===== src/rtl/depacketizer_if.sv =====
// Camera packet stream bus: word input with its valid qualifier, plus the
// decoded pixel, framing, control/status and error outputs.
interface depacketizer_if #(
  parameter int LEN_W = 11
);
  logic [8:0]       in_word;
  logic             in_valid;
  logic [7:0]       pix_data;
  logic             pix_valid;
  logic             line_start;
  logic             line_end;
  logic [LEN_W-1:0] line_len;
  logic [9:0]       line_count;
  logic             frame_start;
  logic [7:0]       status_byte;
  logic             status_valid;
  logic [7:0]       ctrl_data;
  logic             ctrl_valid;
  logic             sync_locked;
  logic             err_sync;
  logic             err_len;

  // Producer of the packet stream / consumer of the decoded outputs
  modport master (
    output in_word, in_valid,
    input  pix_data, pix_valid, line_start, line_end, line_len, line_count,
           frame_start, status_byte, status_valid, ctrl_data, ctrl_valid,
           sync_locked, err_sync, err_len
  );

  // The depacketizer itself
  modport slave (
    input  in_word, in_valid,
    output pix_data, pix_valid, line_start, line_end, line_len, line_count,
           frame_start, status_byte, status_valid, ctrl_data, ctrl_valid,
           sync_locked, err_sync, err_len
  );
endinterface


===== src/rtl/depacketizer.sv =====
// Receive-side packet decoder: hunts for the 12-word sync header, checks the
// repeated type word, then splits the payload into a pixel stream (type 1FF)
// or a status/control stream (type 100). All outputs are registered, so the
// response to a word appears the cycle after it is sampled.
module depacketizer #(
  parameter int TYPE_LEN = 2,
  parameter int MAX_LEN  = 1023,
  parameter int LEN_W    = 11
) (
  input logic          clk,
  input logic          rst,
  depacketizer_if.slave bus
);

  localparam logic [2:0] S_HUNT      = 3'd0;
  localparam logic [2:0] S_HDR       = 3'd1;
  localparam logic [2:0] S_TYPE_WAIT = 3'd2;
  localparam logic [2:0] S_TYPE      = 3'd3;
  localparam logic [2:0] S_DATA      = 3'd4;
  localparam logic [2:0] S_CTRL      = 3'd5;

  localparam logic [8:0]       W_DATA     = 9'h1FF;
  localparam logic [8:0]       W_CTRL     = 9'h100;
  localparam logic [7:0]       TYPE_LEN_C = TYPE_LEN[7:0];
  localparam logic [LEN_W-1:0] MAX_LEN_C  = MAX_LEN[LEN_W-1:0];

  // Expected sync header word at position idx (all carry marker=1)
  function automatic logic [8:0] hdr_word(input logic [3:0] idx);
    case (idx)
      4'd0, 4'd6:  hdr_word = 9'h10A;
      4'd1, 4'd7:  hdr_word = 9'h101;
      4'd2, 4'd8:  hdr_word = 9'h102;
      4'd3, 4'd9:  hdr_word = 9'h103;
      4'd4, 4'd10: hdr_word = 9'h104;
      4'd5:        hdr_word = 9'h105;
      default:     hdr_word = 9'h1CC;
    endcase
  endfunction

  logic [2:0]       state_q, state_d;
  logic [3:0]       hdr_idx_q, hdr_idx_d;
  logic             is_data_q, is_data_d;
  logic [7:0]       type_cnt_q, type_cnt_d;
  logic [LEN_W-1:0] len_q, len_d;
  logic [7:0]       pix_data_q, pix_data_d;
  logic             pix_valid_q, pix_valid_d;
  logic             line_start_q, line_start_d;
  logic             line_end_q, line_end_d;
  logic [LEN_W-1:0] line_len_q, line_len_d;
  logic [9:0]       line_count_q, line_count_d;
  logic             frame_start_q, frame_start_d;
  logic [7:0]       status_byte_q, status_byte_d;
  logic             status_valid_q, status_valid_d;
  logic [7:0]       ctrl_data_q, ctrl_data_d;
  logic             ctrl_valid_q, ctrl_valid_d;
  logic             sync_locked_q, sync_locked_d;
  logic             err_sync_q, err_sync_d;
  logic             err_len_q, err_len_d;
  logic             enter_payload;
  logic             enter_data;
  logic [8:0]       w;

  assign w = bus.in_word;

  // Next-state and output decode for one sampled word
  always_comb begin
    state_d        = state_q;
    hdr_idx_d      = hdr_idx_q;
    is_data_d      = is_data_q;
    type_cnt_d     = type_cnt_q;
    len_d          = len_q;
    pix_data_d     = pix_data_q;
    pix_valid_d    = 1'b0;
    line_start_d   = 1'b0;
    line_end_d     = 1'b0;
    line_len_d     = line_len_q;
    line_count_d   = line_count_q;
    frame_start_d  = 1'b0;
    status_byte_d  = status_byte_q;
    status_valid_d = 1'b0;
    ctrl_data_d    = ctrl_data_q;
    ctrl_valid_d   = 1'b0;
    err_sync_d     = 1'b0;
    err_len_d      = 1'b0;
    enter_payload  = 1'b0;
    enter_data     = 1'b0;

    if (bus.in_valid) begin
      case (state_q)
        S_HUNT: begin
          if (w == hdr_word(4'd0)) begin
            state_d   = S_HDR;
            hdr_idx_d = 4'd1;
          end
        end
        S_HDR: begin
          if (w == hdr_word(hdr_idx_q)) begin
            if (hdr_idx_q == 4'd11) state_d = S_TYPE_WAIT;
            else                    hdr_idx_d = hdr_idx_q + 4'd1;
          end else if (w == hdr_word(4'd0)) begin
            // A mismatching word may itself begin a new header
            hdr_idx_d = 4'd1;
          end else begin
            state_d = S_HUNT;
          end
        end
        S_TYPE_WAIT: begin
          if (w == W_DATA || w == W_CTRL) begin
            is_data_d  = (w == W_DATA);
            type_cnt_d = 8'd1;
            if (TYPE_LEN_C == 8'd1) begin
              enter_payload = 1'b1;
              enter_data    = (w == W_DATA);
            end else begin
              state_d = S_TYPE;
            end
          end else if (w[8]) begin
            err_sync_d = 1'b1;
            state_d    = S_HUNT;
          end
        end
        S_TYPE: begin
          if (w == (is_data_q ? W_DATA : W_CTRL)) begin
            type_cnt_d = type_cnt_q + 8'd1;
            if (type_cnt_q + 8'd1 == TYPE_LEN_C) begin
              enter_payload = 1'b1;
              enter_data    = is_data_q;
            end
          end else begin
            err_sync_d = 1'b1;
            state_d    = S_HUNT;
          end
        end
        S_DATA: begin
          if (w[8]) begin
            if (len_q == MAX_LEN_C) begin
              err_len_d = 1'b1;
              state_d   = S_HUNT;
            end else begin
              pix_valid_d  = 1'b1;
              pix_data_d   = w[7:0];
              line_start_d = (len_q == '0);
              len_d        = len_q + 1'b1;
            end
          end else begin
            line_end_d   = 1'b1;
            line_len_d   = len_q;
            line_count_d = line_count_q + 10'd1;
            state_d      = S_HUNT;
          end
        end
        S_CTRL: begin
          if (w[8]) begin
            if (len_q == MAX_LEN_C) begin
              err_len_d = 1'b1;
              state_d   = S_HUNT;
            end else begin
              if (len_q == '0) begin
                status_byte_d  = w[7:0];
                status_valid_d = 1'b1;
              end else begin
                ctrl_data_d  = w[7:0];
                ctrl_valid_d = 1'b1;
              end
              len_d = len_q + 1'b1;
            end
          end else begin
            state_d = S_HUNT;
          end
        end
        default: state_d = S_HUNT;
      endcase

      if (enter_payload) begin
        len_d = '0;
        if (enter_data) begin
          state_d = S_DATA;
        end else begin
          state_d       = S_CTRL;
          frame_start_d = 1'b1;
          line_count_d  = 10'd0;
        end
      end
    end

    sync_locked_d = (state_d == S_TYPE_WAIT) || (state_d == S_TYPE) ||
                    (state_d == S_DATA) || (state_d == S_CTRL);
  end

  // State and output registers; reset discards any packet in flight
  always_ff @(posedge clk) begin
    if (rst) begin
      state_q        <= S_HUNT;
      hdr_idx_q      <= 4'd0;
      is_data_q      <= 1'b0;
      type_cnt_q     <= 8'd0;
      len_q          <= '0;
      pix_data_q     <= 8'd0;
      pix_valid_q    <= 1'b0;
      line_start_q   <= 1'b0;
      line_end_q     <= 1'b0;
      line_len_q     <= '0;
      line_count_q   <= 10'd0;
      frame_start_q  <= 1'b0;
      status_byte_q  <= 8'd0;
      status_valid_q <= 1'b0;
      ctrl_data_q    <= 8'd0;
      ctrl_valid_q   <= 1'b0;
      sync_locked_q  <= 1'b0;
      err_sync_q     <= 1'b0;
      err_len_q      <= 1'b0;
    end else begin
      state_q        <= state_d;
      hdr_idx_q      <= hdr_idx_d;
      is_data_q      <= is_data_d;
      type_cnt_q     <= type_cnt_d;
      len_q          <= len_d;
      pix_data_q     <= pix_data_d;
      pix_valid_q    <= pix_valid_d;
      line_start_q   <= line_start_d;
      line_end_q     <= line_end_d;
      line_len_q     <= line_len_d;
      line_count_q   <= line_count_d;
      frame_start_q  <= frame_start_d;
      status_byte_q  <= status_byte_d;
      status_valid_q <= status_valid_d;
      ctrl_data_q    <= ctrl_data_d;
      ctrl_valid_q   <= ctrl_valid_d;
      sync_locked_q  <= sync_locked_d;
      err_sync_q     <= err_sync_d;
      err_len_q      <= err_len_d;
    end
  end

  assign bus.pix_data     = pix_data_q;
  assign bus.pix_valid    = pix_valid_q;
  assign bus.line_start   = line_start_q;
  assign bus.line_end     = line_end_q;
  assign bus.line_len     = line_len_q;
  assign bus.line_count   = line_count_q;
  assign bus.frame_start  = frame_start_q;
  assign bus.status_byte  = status_byte_q;
  assign bus.status_valid = status_valid_q;
  assign bus.ctrl_data    = ctrl_data_q;
  assign bus.ctrl_valid   = ctrl_valid_q;
  assign bus.sync_locked  = sync_locked_q;
  assign bus.err_sync     = err_sync_q;
  assign bus.err_len      = err_len_q;

endmodule


===== src/flat_wrapper.sv =====
// flat-port wrapper written by rule: the top's interface ports become plain ports
module depacketizer_flat 
#(
  parameter int TYPE_LEN = 2,
  parameter int MAX_LEN  = 1023,
  parameter int LEN_W    = 11
)
  (clk, rst, bus_in_word, bus_in_valid, bus_pix_data, bus_pix_valid, bus_line_start, bus_line_end, bus_line_len, bus_line_count, bus_frame_start, bus_status_byte, bus_status_valid, bus_ctrl_data, bus_ctrl_valid, bus_sync_locked, bus_err_sync, bus_err_len);
  depacketizer_if #(.LEN_W(LEN_W)) bus_i ();
  input logic clk;
  input logic rst;
  input wire logic [$bits(bus_i.in_word)-1:0] bus_in_word;
  input wire logic [$bits(bus_i.in_valid)-1:0] bus_in_valid;
  output wire logic [$bits(bus_i.pix_data)-1:0] bus_pix_data;
  output wire logic [$bits(bus_i.pix_valid)-1:0] bus_pix_valid;
  output wire logic [$bits(bus_i.line_start)-1:0] bus_line_start;
  output wire logic [$bits(bus_i.line_end)-1:0] bus_line_end;
  output wire logic [$bits(bus_i.line_len)-1:0] bus_line_len;
  output wire logic [$bits(bus_i.line_count)-1:0] bus_line_count;
  output wire logic [$bits(bus_i.frame_start)-1:0] bus_frame_start;
  output wire logic [$bits(bus_i.status_byte)-1:0] bus_status_byte;
  output wire logic [$bits(bus_i.status_valid)-1:0] bus_status_valid;
  output wire logic [$bits(bus_i.ctrl_data)-1:0] bus_ctrl_data;
  output wire logic [$bits(bus_i.ctrl_valid)-1:0] bus_ctrl_valid;
  output wire logic [$bits(bus_i.sync_locked)-1:0] bus_sync_locked;
  output wire logic [$bits(bus_i.err_sync)-1:0] bus_err_sync;
  output wire logic [$bits(bus_i.err_len)-1:0] bus_err_len;
  assign bus_i.in_word = bus_in_word;
  assign bus_i.in_valid = bus_in_valid;
  assign bus_pix_data = bus_i.pix_data;
  assign bus_pix_valid = bus_i.pix_valid;
  assign bus_line_start = bus_i.line_start;
  assign bus_line_end = bus_i.line_end;
  assign bus_line_len = bus_i.line_len;
  assign bus_line_count = bus_i.line_count;
  assign bus_frame_start = bus_i.frame_start;
  assign bus_status_byte = bus_i.status_byte;
  assign bus_status_valid = bus_i.status_valid;
  assign bus_ctrl_data = bus_i.ctrl_data;
  assign bus_ctrl_valid = bus_i.ctrl_valid;
  assign bus_sync_locked = bus_i.sync_locked;
  assign bus_err_sync = bus_i.err_sync;
  assign bus_err_len = bus_i.err_len;
  depacketizer #(.TYPE_LEN(TYPE_LEN), .MAX_LEN(MAX_LEN), .LEN_W(LEN_W)) u_core (.clk(clk), .rst(rst), .bus(bus_i));
endmodule

===== config.mk =====
export PLATFORM = sky130hd
export DESIGN_NAME = depacketizer_flat
export DESIGN_NICKNAME = d
export VERILOG_FILES = /design/src/rtl/depacketizer_if.sv /design/src/rtl/depacketizer.sv /design/src/flat_wrapper.sv
export SDC_FILE = /design/constraint.sdc
export NUM_CORES = 1
export LEC_CHECK = 0
export BUFFER_PORTS_ARGS = -buffer_cell sky130_fd_sc_hd__buf_2
export CORE_ASPECT_RATIO = 2
export CORE_UTILIZATION = 50
export CTS_CLUSTER_SIZE = 40
export DETAILED_ROUTE_END_ITERATION = 16
export GPL_ROUTABILITY_DRIVEN = 0
export PLACE_DENSITY = 0.72
export SETUP_SLACK_MARGIN = 0.5
export SYNTH_ARGS = -nofsm -noshare
export SYNTH_HDL_FRONTEND = slang
export SYNTH_SLANG_ARGS = --single-unit

===== constraint.sdc =====
create_clock -name clk -period 4.5 [get_ports clk]
set_input_delay 0.675 -clock clk [delete_from_list [all_inputs] [get_ports clk]]
set_output_delay 0.675 -clock clk [all_outputs]
set_load 0.02 [all_outputs]

==> results of run 1 <==
==> state kept, by name (all words and copies together) (netlist names), 3 cells and up, named ones only <==
signal and cells:
u_core.state_q 3, u_core.bus.status_byte 8, u_core.bus.ctrl_data 8, u_core.type_cnt_q 8
u_core.len_q 11, u_core.hdr_idx_q 4, u_core.bus.line_len 11, u_core.bus.pix_data 8
u_core.bus.line_count 10
==> final cells by class <==
| class | count | area, um2 | area share |
|---|---|---|---|
| inverter | 14 | 52.6 | 0.0107 |
| clock buffer | 10 | 239 | 0.0485 |
| sequential | 86 | 1720 | 0.349 |
| multi-input combinational | 376 | 2400 | 0.487 |
| timing repair buffer | 67 | 340 | 0.0691 |
| clock inverter | 6 | 50.0 | 0.0102 |
| tap | 98 | 123 | 0.0249 |
==> power by group through the flow <==
stage | registers (mW) | logic [mW] | clock network [mW]
2_1_floorplan | 0.778 | 0.0290 | 0
3_3_place_gp | 0.778 | 0.0484 | 0
3_5_place_dp | 0.778 | 0.0490 | 0
4_1_cts | 0.761 | 0.0492 | 0.736
5_1_grt | 0.760 | 0.0541 | 0.760
6_report | 0.761 | 0.0500 | 0.727
==> worst min-delay path by stage <==
stage	slack (ps)	endpoint	start	depth (start not counted)
floorplan	450	u_core.type_cnt_q[6]$_SDFFE_PP0P_	u_core.type_cnt_q[6]$_SDFFE_PP0P_	2
global placement	440	u_core.bus.line_len[6]$_SDFFE_PP0P_	u_core.bus.line_len[6]$_SDFFE_PP0P_	2
detailed placement	450	u_core.bus.line_len[0]$_SDFFE_PP0P_	u_core.bus.line_len[0]$_SDFFE_PP0P_	2
CTS	450	u_core.bus.line_len[0]$_SDFFE_PP0P_	u_core.bus.line_len[0]$_SDFFE_PP0P_	2
global route	490	u_core.bus.line_len[6]$_SDFFE_PP0P_	u_core.bus.line_len[6]$_SDFFE_PP0P_	2
finish	450	u_core.bus.line_len[6]$_SDFFE_PP0P_	u_core.bus.line_len[6]$_SDFFE_PP0P_	2
==> cell families (layout without fill, tap and decap cells) <==
logic type               count (synthesis)  in the layout  synth area share
AO/OA/AOI/OAI                           99             99             0.165
XOR/XNOR                                15             15            0.0306
adder cells (fa/ha/maj)                  6              6            0.0175
buffers and inverters                   37             97            0.0402
flip-flops                              86             86             0.401
multiplexers                            29             29            0.0681
AND/OR/NAND/NOR                        227            227             0.278
==> critical path, stage by stage, from the launching register on <==
cell	delay, ps
sky130_fd_sc_hd__dfxtp_1	420
sky130_fd_sc_hd__ha_1	300
sky130_fd_sc_hd__nand3_1	140
sky130_fd_sc_hd__o21a_1	250
sky130_fd_sc_hd__a2111oi_4	690
sky130_fd_sc_hd__nand3_4	230
sky130_fd_sc_hd__a211oi_1	350
sky130_fd_sc_hd__mux2i_1	200
==> through the flow <==
stage,worst slack (ps),util,power (mW)
6_report,1830,0.594,1.54
5_1_grt,1550,0.594,1.57
4_1_cts,1830,0.594,1.55
3_5_place_dp,1780,0.560,0.827
3_3_place_gp,1820,0.560,0.827
2_1_floorplan,2170,-,0.807
==> layer usage <==
metal  routed length (um)  vias up
met5                    0        -
met4                  428        0
met3                  445       36
met2                 5990      128
met1                 3950     1835
li1                     -     1914
==> layout by cell type (no fill, tap or decap), types with 9 or more instances in the layout <==
cell type	n
sky130_fd_sc_hd__xnor2_1	11
sky130_fd_sc_hd__dfxtp_1	86
sky130_fd_sc_hd__o21ai_0	10
sky130_fd_sc_hd__nand2_1	51
sky130_fd_sc_hd__and3_1	10
sky130_fd_sc_hd__nor3_1	12
sky130_fd_sc_hd__mux2i_1	27
sky130_fd_sc_hd__a21oi_1	31
sky130_fd_sc_hd__inv_1	13
sky130_fd_sc_hd__nand3_1	26
sky130_fd_sc_hd__buf_2	65
sky130_fd_sc_hd__nand4_1	17
sky130_fd_sc_hd__clkbuf_16	9
sky130_fd_sc_hd__nor2_1	62
==> run summary, run 1 <==
setup repair after global routing missed its margin - no
leak pwr - 2.02 nW
final setup violation count - 0
finished layout cell area - 4930 um2
outcome - completed
capturing element type of the critical path - flop
number of antenna violations at the first check in global routing - 0
register-to-register setup slack - 1830 ps
startpoint type of the worst setup path - flop
arrival time at the worst endpoint - 2940 ps
highest-utilization routing layer at the global route stage - met2
Setup Skew - 8.44 ps
time the final worst path needs with I/O delays and setup - 2670 ps
synth-to-layout area growth - 14.7%
area fraction of the dominant cell type after synthesis - 0.401
DIE AREA - 8990 um2
Post-CTS Repair Setup Buffers - 0
Pint - 1.17 mW
Hold-fix buffers, CTS - 0
DIE HEIGHT - 133 um
most numerous cell types in the synthesized netlist - 86 x sky130_fd_sc_hd__dfxtp_1, 62 x sky130_fd_sc_hd__nor2_1, 51 x sky130_fd_sc_hd__nand2_1, 31 x sky130_fd_sc_hd__a21oi_1, 27 x sky130_fd_sc_hd__mux2i_1
CP Launch Point - u_core.type_cnt_q[0]$_SDFFE_PP0P_
capturing element of the worst setup path - u_core.len_q[6]$_SDFFE_PP0P_
Global Route met2 Usage - 0.466
Max Freq - 0.375 GHz
critical register-to-register path startpoint - u_core.type_cnt_q[0]$_SDFFE_PP0P_
worst r2r dst - u_core.len_q[6]$_SDFFE_PP0P_
share of post-route cells with drive strength above 1 - 0.195
Clk network pwr share - 0.473
Max Transition Viols Final - 0
Warnings, synthesis - 0
number of antenna cells inserted - 0
number of cell instances on the worst register-to-register path - 7
switching share of power - 0.239
clock-pin slew reported for the worst setup and hold paths after clock tree synthesis - 70 ps
Detailed Routing Iterations Pass 1 - 5
combinational group share of total power - 0.032
part of the total power dissipated in sequential elements - 0.495
Residual DRC - 0
Core Region - 8290 um2
gate count of the mapped netlist - 499
combined area of all synthesized cells - 4300 um2
most common flop cell mapped by yosys - sky130_fd_sc_hd__dfxtp_1
Ports - 66
number of library cell types mapped by synthesis - 75
FFs w/ async S/R, synth - 0
ranking of synthesized cells by area - sky130_fd_sc_hd__dfxtp_1 40%, sky130_fd_sc_hd__mux2i_1 6.3%, sky130_fd_sc_hd__nor2_1 5.4%
Post-synth EDFFs - 0
number of filler instances in the final layout - 743
peak supply drop - 227 uV
dominant cell type by area after synthesis - sky130_fd_sc_hd__dfxtp_1
switching power summed over all nets - 0.367 mW
total length of routed wires - 10800 um
post-detailed-route via-to-cell ratio - 5.96
worst slew margin relative to its limit - 0.397
post-synthesis sequential element count - 86
Global Route met1 Usage - 0.256
number of hold-slack violations in the final timing report - 0
net count reported at finish - 572
Routed Antenna Nets - 0
number of CTS-inserted buffers - 9
Placed Cells - 641
total global routing track utilization - 0.257
GR met3 Demand/Resource - 0.0505
wire length of the first global-routing pass - 17600 um
initial core utilization - 0.518
clock buffer depth - 2
number of sinks on the clock net - 86
most frequent cell after synthesis - sky130_fd_sc_hd__dfxtp_1
pin slew with the least headroom to its limit - 899 ps
min-delay worst type - reg -> reg
number of port buffers - 65
total vias in the final route - 3913
Die Width - 67.6 um
DR iter-0 viols - 202
CTS tree - done
number of global-route vias before repair - 3749
Worst Hold Slack - 451 ps
final-layout setup total negative slack - 0 ps
share of the cycle needed by the critical path after routing - 0.593
number of levels the H-tree was split into - 3
number of max-capacitance violations reported - 0
largest net degree at the start of global routing - 59
data required time of the worst path - 4780 ps
Seq/Total Area, Yosys - 0.401
post-synthesis average cell area - 8.61 um2
Placement Rows - 47
pwr/cell area - 312 nW/um2
WL per Instance - 16.5 um
largest fanout on the critical path - 10
placed cell area - 4640 um2
overflow left after global routing - 0
clock insertion delay at the later pin of the skew report - 350 ps
post-layout instance count excluding filler cells - 657
Clk Tree Root Cell - sky130_fd_sc_hd__clkbuf_16
# resized after CTS - 0
Post-Syn Nets - 517
category of the most critical setup path - reg -> reg
half-perimeter wire length after detailed placement - 8030 um
(Power assumes the default switching activity.)
==> inputs of run 2 (changes only) <==
- PLACE_DENSITY: 0.72 -> 0.74
- clock period: 4.5 -> 2.3 ns (I/O delays scaled with it)
==> run summary, run 2 (same netlist as run 1, synthesis figures left out) <==
outcome - completed
leak pwr - 2.46 nW (+22%)
number of max-capacitance violations reported - 0 (unchanged)
Hold-fix buffers, CTS - 0 (unchanged)
total vias in the final route - 4479 (+14%)
combinational group share of total power - 0.043 (+0.011)
number of antenna violations at the first check in global routing - 0 (unchanged)
commonest non-fill, non-tap cells in the layout - 70 x sky130_fd_sc_hd__dfxtp_1, 65 x sky130_fd_sc_hd__buf_2, 50 x sky130_fd_sc_hd__nand2_1
Pint - 2.38 mW (+100%)
post-detailed-route via-to-cell ratio - 6.17 (+3.6%)
Core Region - 8290 um2 (unchanged)
final-layout setup total negative slack - 0 ps (unchanged)
post-layout instance count excluding filler cells - 726 (+11%)
DR iter-0 viols - 289 (+43%)
final setup violation count - 0 (unchanged)
startpoint type of the worst setup path - flop
Max Freq - 0.488 GHz (+30%)
Clk network pwr share - 0.483 (+0.010)
overflow left after global routing - 0 (unchanged)
clock-pin slew reported for the worst setup and hold paths after clock tree synthesis - 70 ps (about the same)
Placed Cells - 663 (+3.4%)
number of port buffers - 65 (unchanged)
clock insertion delay at the later pin of the skew report - 350 ps (about the same)
largest net degree at the start of global routing - 20 (-66%)
Ports - 66 (unchanged)
Setup Skew - 7.46 ps (-0.981 ps)
clock buffer depth - 2 (unchanged)
Die Width - 67.6 um (unchanged)
total length of routed wires - 13600 um (+25%)
number of global-route vias before repair - 4339 (+16%)
share of the cycle needed by the critical path after routing - 0.890 (+0.297)
arrival time at the worst endpoint - 2310 ps (-630 ps)
DIE AREA - 8990 um2 (unchanged)
peak supply drop - 523 uV (+130%)
Residual DRC - 0 (unchanged)
Placement Rows - 47 (unchanged)
most frequent standard cell in the layout excluding fill and tap cells - sky130_fd_sc_hd__dfxtp_1
number of CTS-inserted buffers - 9 (unchanged)
number of filler instances in the final layout - 590 (-21%)
capturing element type of the critical path - flop
Clk Tree Root Cell - sky130_fd_sc_hd__clkbuf_16
number of hold-slack violations in the final timing report - 0 (unchanged)
wire length of the first global-routing pass - 20500 um (+17%)
WL per Instance - 18.7 um (+13%)
synth-to-layout area growth - 40.3%
largest fanout on the critical path - 5 (-5)
number of levels the H-tree was split into - 3 (unchanged)
time the final worst path needs with I/O delays and setup - 2050 ps (-622 ps)
DIE HEIGHT - 133 um (unchanged)
setup repair after global routing missed its margin - yes
Total Power Consumption - 3.12 mW (+100%)
switching share of power - 0.237 (-0.00147)
worst slew margin relative to its limit - 0.681 (+0.284)
number of sinks on the clock net - 86 (unchanged)
Routed Antenna Nets - 0 (unchanged)
Worst Hold Slack - 327 ps (-124 ps)
share of post-route cells with drive strength above 1 - 0.401 (+0.206)
switching power summed over all nets - 0.740 mW (+100%)
part of the total power dissipated in sequential elements - 0.474 (-0.021)
pwr/cell area - 517 nW/um2 (+66%)
pin slew with the least headroom to its limit - 474 ps (-425 ps)
initial core utilization - 0.518 (unchanged)
CTS tree - done
number of antenna cells inserted - 0 (unchanged)
min-delay worst type - in -> reg
data required time of the worst path - 2570 ps (-2210 ps)
combined flip-flop and latch cell area - 1770 um2 (+2.6%)
Detailed Routing Iterations Pass 1 - 5 (unchanged)
net count reported at finish - 641 (+12%)
half-perimeter wire length after detailed placement - 8540 um (+6.4%)
Max Transition Viols Final - 0 (unchanged)
multi-input gate area in the final layout - 2840 um2 (+18%)
category of the most critical setup path - reg -> reg
final core area utilization - 0.727 (+0.132)
total global routing track utilization - 0.303 (+0.0460)
run 2: timing repair:
item	4_1_cts	5_1_grt
endpoints found under the setup margin	61	62
buffers inserted	33	11
gates resized for setup	67	43
pin swaps	32	18
cloned	3	0
run 2: worst paths after layout:
path / startpoint / to / slack, ps / cells past startpoint
hold reg to reg: u_core.bus.line_len[9]$_SDFFE_PP0P_ / u_core.bus.line_len[9]$_SDFFE_PP0P_ / 450 / 2
hold / removal: bus_in_word[4] / u_core.bus.ctrl_data[4]$_SDFFE_PP0P_ / 330 / 3
setup / recovery: flop / flop / 250 / 6
setup reg to reg: flop / flop / 250 / 6
run 2: per-stage QoR:
step / area, um2 / worst slack, ps
finish: 6030 / 253
CTS: 5770 / 290
detailed placement: 4920 / 110
floorplan: 4440 / 257
global placement: 4920 / 163
global route: 6030 / 197
run 2: power by group through the flow:
| stage | sequential [mW] | combinational (mW) | clock [mW] |
|---|---|---|---|
| finish | 1.48 | 0.135 | 1.51 |
| global route | 1.48 | 0.142 | 1.57 |
| CTS | 1.48 | 0.121 | 1.52 |
| detailed placement | 1.52 | 0.107 | 0 |
| global placement | 1.52 | 0.104 | 0 |
| floorplan | 1.52 | 0.0594 | 0 |
run 2: critical path, stage by stage, from the launching register on:
cell                        delay, ps
sky130_fd_sc_hd__dfxtp_1          310
sky130_fd_sc_hd__nor3_1           260
sky130_fd_sc_hd__o2111ai_2        280
sky130_fd_sc_hd__o21ai_1          290
sky130_fd_sc_hd__nand3_1          230
sky130_fd_sc_hd__or4b_1           530
sky130_fd_sc_hd__o221ai_1          80
run 2: cell type report:
class                           instances  share of cell area
Timing Repair Buffer                  135               0.156
Sequential cell                        86               0.293
Clock inverter                          7              0.0131
Inverter                               14             0.00872
Multi-Input combinational cell        377               0.471
Clock buffer                            9              0.0374
Tap cell                               98              0.0203
run 2: metal layers:
layer | up-vias | track usage | part of all wire
met3 | 79 | 0.0642 | 0.045
met2 | 197 | 0.551 | 0.55
met1 | 2145 | 0.288 | 0.34
li1 | 2058 | - | -
met4 | 0 | 0.191 | 0.061
met5 | - | 0 | 0
==> inputs of run 3 (changes only) <==
==> constraint.sdc (replaced) <==
create_clock -name clk -period 2.3 [get_ports clk]
set_input_delay 0.345 -clock clk [delete_from_list [all_inputs] [get_ports clk]]
set_output_delay 0.345 -clock clk [all_outputs]
set_load 0.1 [all_outputs]
==> run summary, run 3 (same netlist as run 1, synthesis figures left out) <==
number of global-route vias before repair - 4176 (-3.8%)
share of the cycle needed by the critical path after routing - 0.879 (-0.0106)
Met3 Routed Length - 647 um (+5.2%)
outcome - completed
Core Region - 8290 um2 (unchanged)
Setup Skew - 9.88 ps (+2.42 ps)
number of max-capacitance violations reported - 0 (unchanged)
pin slew with the least headroom to its limit - 500 ps (+26.1 ps)
number of port buffers - 65 (unchanged)
category of the most critical setup path - reg -> reg
DR iter-0 viols - 273 (-5.5%)
largest fanout on the critical path - 6 (+1)
placed cell area - 4900 um2 (-0.43%)
final setup violation count - 0 (unchanged)
DIE HEIGHT - 133 um (unchanged)
clock buffer depth - 2 (unchanged)
pwr/cell area - 495 nW/um2 (-4.3%)
number of sinks on the clock net - 86 (unchanged)
top routing layer in use - met4
number of hold-slack violations in the final timing report - 0 (unchanged)
post-layout instance count excluding filler cells - 724 (-0.28%)
Placement Rows - 47 (unchanged)
capturing element type of the critical path - flop
total vias in the final route - 4456 (-0.51%)
worst slew margin relative to its limit - 0.667 (-0.0145)
Clk Tree Root Cell - sky130_fd_sc_hd__clkbuf_16
Max Transition Viols Final - 0 (unchanged)
clock insertion delay at the later pin of the skew report - 350 ps (about the same)
leak pwr - 2.44 nW (-1.1%)
commonest non-fill, non-tap cells in the layout - 65 x sky130_fd_sc_hd__dfxtp_1, 65 x sky130_fd_sc_hd__buf_2, 52 x sky130_fd_sc_hd__nor2_1
Hold-fix buffers, CTS - 0 (unchanged)
Detailed Routing Iterations Pass 1 - 5 (unchanged)
data required time of the worst path - 2560 ps (about the same)
Ports - 66 (unchanged)
startpoint type of the worst setup path - flop
number of CTS-inserted buffers - 9 (unchanged)
min-delay worst type - in -> reg
initial core utilization - 0.518 (unchanged)
met2 WL - 7400 um (-0.60%)
Residual DRC - 0 (unchanged)
register-to-register setup slack - 280 ps (+20 ps)
net count reported at finish - 639 (-0.31%)
CTS tree - done
share of post-route cells with drive strength above 1 - 0.411 (+0.00927)
met1 WL - 4610 um (-1.1%)
WL per Instance - 18.5 um (-0.92%)
clock-pin slew reported for the worst setup and hold paths after clock tree synthesis - 70 ps (about the same)
peak supply drop - 499 uV (-4.7%)
final-layout setup total negative slack - 0 ps (unchanged)
Total Power Consumption - 2.98 mW (-4.5%)
synth-to-layout area growth - 40.0%
number of antenna violations at the first check in global routing - 0 (unchanged)
Max Freq - 0.494 GHz (+1.2%)
total global routing track utilization - 0.284 (-0.0190)
Placed Cells - 660 (-0.45%)
Routed Antenna Nets - 0 (unchanged)
overflow left after global routing - 0 (unchanged)
Worst Hold Slack - 330 ps (+3.12 ps)
total length of routed wires - 13400 um (-1.2%)
time the final worst path needs with I/O delays and setup - 2020 ps (-24.3 ps)
largest net degree at the start of global routing - 48 (+140%)
Die Width - 67.6 um (unchanged)
arrival time at the worst endpoint - 2290 ps (-20 ps)
setup repair after global routing missed its margin - yes
number of levels the H-tree was split into - 3 (unchanged)
finished layout cell area - 6010 um2 (-0.21%)
wire length of the first global-routing pass - 19400 um (-5.5%)
half-perimeter wire length after detailed placement - 8280 um (-3.0%)
number of antenna cells inserted - 0 (unchanged)
DIE AREA - 8990 um2 (unchanged)
post-detailed-route via-to-cell ratio - 6.15 (-0.24%)
[run 3: what timing repair did]
item                                    in CTS  in global routing
cloned                                       3                  1
endpoints found under the setup margin      61                 62
pin swaps                                   20                 22
buffers inserted                            22                 22
resized for setup                           54                 61
[run 3: path summary, 6_finish.rpt]
kind,endpoint,start,cells after the start
setup / recovery,flop,u_core.state_q[2]$_SDFF_PP0_,5
hold / removal,u_core.bus.ctrl_data[4]$_SDFFE_PP0P_,bus_in_word[4],3
setup reg to reg,flop,u_core.state_q[2]$_SDFF_PP0_,5
hold reg to reg,u_core.bus.line_len[7]$_SDFFE_PP0P_,u_core.bus.line_len[7]$_SDFFE_PP0P_,2
[run 3: routing by layer]
layer | track usage | vias up
li1 | - | 2063
met2 | 0.497 | 187
met1 | 0.287 | 2149
met4 | 0.178 | 0
met3 | 0.0625 | 57
met5 | 0 | -
[run 3: critical path: stages (launching register included)]
cell and delay [ps]:
sky130_fd_sc_hd__dfxtp_4 380, sky130_fd_sc_hd__or3b_4 380, sky130_fd_sc_hd__or4_4 430, sky130_fd_sc_hd__o211ai_2 210, sky130_fd_sc_hd__or4b_1 460, sky130_fd_sc_hd__o221ai_1 90
[run 3: layout make-up]
type                       count  area [um2]
fill                         582        2280
tap                           98         123
sequential                    86        1780
clock buffer                   9         225
inverter                      14        56.3
multi-input combinational    378        2870
timing repair buffer         132         906
clock inverter                 7        55.1
[run 3: metrics by stage]
step,worst slack [ps],utilization
3_5_place_dp,63.6,0.591
3_3_place_gp,155,0.591
4_1_cts,298,0.673
6_report,277,0.725
2_1_floorplan,257,-
5_1_grt,237,0.725
[run 3: report_power, final]
group / leakage (nW) / internal, mW / switching (mW) / total (mW)
clock: 0.133 / 0.743 / 0.638 / 1.38
combinational: 1.60 / 0.0357 / 0.0896 / 0.125
sequential: 0.707 / 1.47 / 0.0000471 / 1.47
